[src/rtl/stopwatch_ctrl.sv]
// Purpose : four-digit BCD stopwatch; prescaled count tick, start/pause/clear FSM, lap freeze.
// Latency : button edge acts two edges after the input rises; digits update on the tick edge.
// Backpr. : none; buttons are levels, each rising edge is consumed exactly once.
// Ports   : clk, rst (async active-low); start_stop/clear/lap button levels;
//           dig0..dig3 displayed BCD digits (dig0 least significant); running, frozen,
//           overflow (sticky on 9999->0000 wrap), tick (count-enable pulse, combinational).
module stopwatch_ctrl #(
   parameter int PRESCALE = 500000
) (
   input  logic       clk,
   input  logic       rst,
   input  logic       start_stop,
   input  logic       clear,
   input  logic       lap,
   output logic [3:0] dig0,
   output logic [3:0] dig1,
   output logic [3:0] dig2,
   output logic [3:0] dig3,
   output logic       running,
   output logic       frozen,
   output logic       overflow,
   output logic       tick
);

   localparam int            PW      = $clog2(PRESCALE);
   localparam logic [PW-1:0] PRE_MAX = PW'(PRESCALE - 1);

   typedef enum logic [1:0] {IDLE, RUN, PAUSE} state_t;

   state_t          state;
   logic [PW-1:0]   pre;
   logic [3:0][3:0] cnt;
   logic [3:0][3:0] cnt_nxt;
   logic [3:0][3:0] snap;
   logic            carry;
   logic            wrap;

   // prev registers reset high so a button held through reset release is not an edge
   logic ss_prev, clr_prev, lap_prev;
   // registered edge pulses: high for the cycle after the input was sampled
   logic ss_edge, clr_edge, lap_edge;

   assign tick = (state == RUN) && (pre == PRE_MAX);

   // full ripple: every digit sees its carry in the same edge as the tick
   always_comb begin
      cnt_nxt = cnt;
      carry   = tick;
      for (int i = 0; i < 4; i++) begin
         if (carry) begin
            if (cnt[i] == 4'd9) begin
               cnt_nxt[i] = 4'd0;
            end else begin
               cnt_nxt[i] = cnt[i] + 4'd1;
               carry      = 1'b0;
            end
         end
      end
      wrap = carry;
   end

   assign dig0 = frozen ? snap[0] : cnt[0];
   assign dig1 = frozen ? snap[1] : cnt[1];
   assign dig2 = frozen ? snap[2] : cnt[2];
   assign dig3 = frozen ? snap[3] : cnt[3];

   always_ff @(posedge clk or negedge rst) begin
      if (!rst) begin
         state    <= IDLE;
         running  <= 1'b0;
         frozen   <= 1'b0;
         overflow <= 1'b0;
         pre      <= '0;
         cnt      <= '0;
         snap     <= '0;
         ss_prev  <= 1'b1;
         clr_prev <= 1'b1;
         lap_prev <= 1'b1;
         ss_edge  <= 1'b0;
         clr_edge <= 1'b0;
         lap_edge <= 1'b0;
      end else begin
         ss_prev  <= start_stop;
         clr_prev <= clear;
         lap_prev <= lap;
         ss_edge  <= start_stop & ~ss_prev;
         clr_edge <= clear & ~clr_prev;
         lap_edge <= lap & ~lap_prev;

         case (state)
            IDLE: begin
               // clear consumes the cycle; a simultaneous start is dropped
               if (clr_edge) begin
                  cnt      <= '0;
                  pre      <= '0;
                  overflow <= 1'b0;
                  frozen   <= 1'b0;
               end else if (ss_edge) begin
                  state   <= RUN;
                  running <= 1'b1;
               end
            end
            RUN: begin
               pre <= tick ? '0 : pre + 1'b1;
               cnt <= cnt_nxt;
               if (wrap) overflow <= 1'b1;
               // stop on a tick edge still takes that tick's increment above
               if (ss_edge) begin
                  state   <= PAUSE;
                  running <= 1'b0;
               end
               if (lap_edge) begin
                  frozen <= ~frozen;
                  if (!frozen) snap <= cnt;
               end
            end
            PAUSE: begin
               // pre is left alone so the partial tick survives the pause
               if (clr_edge) begin
                  state    <= IDLE;
                  running  <= 1'b0;
                  cnt      <= '0;
                  pre      <= '0;
                  overflow <= 1'b0;
                  frozen   <= 1'b0;
               end else begin
                  if (ss_edge) begin
                     state   <= RUN;
                     running <= 1'b1;
                  end
                  if (lap_edge) frozen <= 1'b0;
               end
            end
            default: begin
               state   <= IDLE;
               running <= 1'b0;
            end
         endcase
      end
   end

endmodule

[config.mk]
export PLATFORM = sky130hd
export DESIGN_NAME = stopwatch_ctrl
export DESIGN_NICKNAME = d
export VERILOG_FILES = /design/src/rtl/stopwatch_ctrl.sv
export SDC_FILE = /design/constraint.sdc
export NUM_CORES = 1
export LEC_CHECK = 0
export BUFFER_PORTS_ARGS = -buffer_cell sky130_fd_sc_hd__buf_2
export CAP_MARGIN = 30
export CORE_ASPECT_RATIO = 0.9
export CORE_MARGIN = 3
export CORE_UTILIZATION = 45
export DETAILED_ROUTE_END_ITERATION = 10
export SYNTH_ARGS = -nofsm -noshare
export SYNTH_HDL_FRONTEND = slang
export SYNTH_SLANG_ARGS = --single-unit
[constraint.sdc]
create_clock -name clk -period 3.57 [get_ports clk]
set_input_delay 0.5355 -clock clk [delete_from_list [all_inputs] [get_ports clk]]
set_output_delay 0.5355 -clock clk [all_outputs]
set_load 0.01 [all_outputs]
==> results.py <==
metrics = {
    "job": {
        "cap_violations": 0,
    },
    "detailed_routing": {
        "first_pass_iters": 4,
        "wire_per_inst_um": 15.4,
        "route.vias.total": 2579,
        "ant_nets": 0,
        "drt-vias-per-instance": 5.63,
        "drc_errors": 0,
        "drt_iter0_drc": 139,
        "routed_wl_um": 7040,
    },
    "timing": {
        "fin_crit_sh_pct": 73.9,
        "tns_ps": 0,
        "slew_headroom_pct": 39.0,
        "rsz0062_at_grt": "no",
        "slew_viol_final": 0,
        "setup_viol": 0,
        "fin_crit_ps": 2640,
        "tightest_slew_ps": 915,
        "worst_hold_slack_ps": 119,
        "hold_violations": 0,
        "clock.fmax_mhz": 379,
        "finClkSkew_ps": 7.71,
    },
    "yosys": {
        "yosysSeqAreaShare_pct": 46.3,
        "ys_async_sr_fraction_pct": 100,
        "syn_nets": 346,
        "synth_cells": 332,
        "yosysWarnings": 0,
        "synth_top_cell_by_area": "dfrtp_1",
        "synth.distinct_cells": 52,
        "synth.cell_area_um2": 3360,
        "synthTopCellsByCount": "dfrtp_1 (59), nand2_1 (42), nand3_1 (30), mux2_2 (29), o21ai_0 (18)",
        "synth_seq_cells": 62,
        "yosysMostFrequentCell": "dfrtp_1",
        "synth_area_leaders": "dfrtp_1 (44%), mux2_2 (9.7%), nand2_1 (4.7%), nand3_1 (4.5%), ha_1 (3.4%)",
        "synth_flop_cell": "dfrtp_1",
        "synth_edf_count": 0,
        "synth_top_area_share_pct": 43.9,
        "syn_avg_cell_area_um2": 10.1,
    },
    "power_and_ir_drop": {
        "peakVddDrop_mv": 0.283,
        "p_total_mw": 1.70,
        "p_leak_nw": 1.78,
        "p_per_area_nw_per_um2": 454,
    },
    "hold_path": {
        "min_path_type": "in2async",
    },
    "clock_network": {
        "cts_buffers": 9,
        "clk_latency_ps": 340,
        "cts_num_sinks": 62,
        "cts_resized": 0,
        "post_cts_buffers": 0,
        "cts-root-buf": "clkbuf_8",
        "cts_hold_buffers": 0,
        "cts_tree": "yes",
        "cts.clk_slew.worst_paths_ps": 60,
        "clockBufferDepth": 2,
        "ctsHtreeMaxLevel": 3,
    },
    "die": {
        "dieArea_um2": 8540,
        "start_util_pct": 47.0,
        "fp.dieH_um": 88.0,
        "core_area_um2": 7150,
        "die_x_um": 97.1,
        "ios": 25,
        "row_count": 29,
    },
    "cells_and_area": {
        "area_delta_synth_final_pct": 11.5,
        "drive_gt1_share_pct": 24.4,
        "final_util_pct": 52.4,
        "num-nets-final": 375,
        "num_antenna_cells": 0,
    },
    "global_route": {
        "grt_pass1_vias": 2516,
        "grt-ovfl-total": 0,
        "track_usage_pct": 18.3,
        "antenna_found_initial": 0,
        "grt_pass1_wl_um": 12500,
        "grt_max_degree": 31,
    },
    "placed_design": {
        "io_buffer_count": 24,
        "dp_hpwl_um": 4950,
        "gp_congestion": 0.759,
    },
    "setup_path": {
        "critical_path_buf_inv_count": 2,
        "crit_path_top_delay_cell": "nor4bb_1",
        "cp-start-kind": "register",
        "crit_arrival_ps": 2100,
        "cp-end-kind": "output port",
        "path_cells": "nor4bb_1 -> nor3b_4 -> nand3_2 -> inv_2 -> buf_2",
        "path_max_fanout": 6,
        "required_ps": 3030,
        "path_class": "reg2out",
        "crit_family": "simple AND/OR/NAND/NOR gates",
        "slowest_delay_ps": 540,
    },
    "run_status": {
        "status": "complete, no violations",
    },
}
-- final cells by class --
class	instances	area, um2
Clock buffer	11	141
Clock inverter	4	47.5
Fill cell	652	3400
Inverter	10	37.5
Multi-Input combinational cell	249	1680
Sequential cell	62	1560
Tap cell	93	116
Timing Repair Buffer	29	170
-- state kept, by name, summed over array words and instances (netlist names) --
| signal | flops |
|---|---|
| lap_prev | 1 |
| lap_edge | 1 |
| ss_edge | 1 |
| clr_edge | 1 |
| overflow | 1 |
| cnt | 16 |
| frozen | 1 |
| pre | 19 |
| state | 2 |
| snap | 16 |
| clr_prev | 1 |
| ss_prev | 1 |
| running | 1 |
-- cells in the final DEF (no fill, tap or decap), drive strengths merged, types with 3 or more instances in the layout --
cell    netlist  routed
ha            9       9
nor4          4       4
nand2b        4       4
nand4         9       9
o31ai         5       5
a21oi        13      13
buf           3      29
nor3         10      10
dfstp         3       3
mux2i         9       9
dfrtp        59      59
a21o          9       9
nand3b        3       3
and3          6       6
or3           4       4
nand3        31      31
o21ai        22      22
inv          10      10
nor2b         5       5
nor2         12      12
clkbuf        8      11
mux2         29      29
nand2        42      42
-- worst register-to-register path, cell delays in order (launching register included) --
cell,delay [ps]
dfrtp_1,430
nor4b_1,630
and4_1,410
nand3_1,190
or4_1,510
nand3_1,90
-- metal layers --
metal	GRT usage (%)	part of all wire, %	up-vias
met5	0	0	-
met4	5.74	0.44	0
met3	5.10	3.1	2
met2	28.2	46	40
met1	25.4	51	1263
li1	-	-	1274
-- path summary, 6_finish.rpt --
check | start | end | slack [ps] | depth (start not counted)
max | pre[6] | tick | 930 | 5
min | rst | snap[3] | 120 | 1
max reg2reg | pre[10] | cnt[7] | 1250 | 5
min reg2reg | clr_prev | clr_edge | 490 | 1
max in group asynchronous | rst | cnt[10] | 2690 | 3
min in group clk | lap | lap_prev | 300 | 1
-- through the flow --
step / area (um2) / setup WS [ps] / std cells
floorplan: 3360 / 1550 / 332
global placement: 3540 / 1280 / 442
detailed placement: 3560 / 1270 / 443
CTS: 3750 / 913 / 458
global route: 3750 / 771 / 458
finish: 3750 / 932 / 458
-- report_power, final --
part	internal [mW]	switching, mW
Combinational	0.101	0.177
Sequential	0.738	0.0910
Clock	0.335	0.259
Total	1.17	0.527
-- cells by family (layout without fill, tap and decap cells) --
kind of cell	after synthesis	after routing	synth area share [%]
adder cells (fa/ha/maj)	9	9	3.35
AO/OA/AOI/OAI	60	60	10.9
buffers and inverters	21	54	3.72
flip-flops	62	62	46.3
multiplexers	38	38	12.4
AND/OR/NAND/NOR	142	142	23.3
Note: power is estimated with default switching activity, not from simulation.
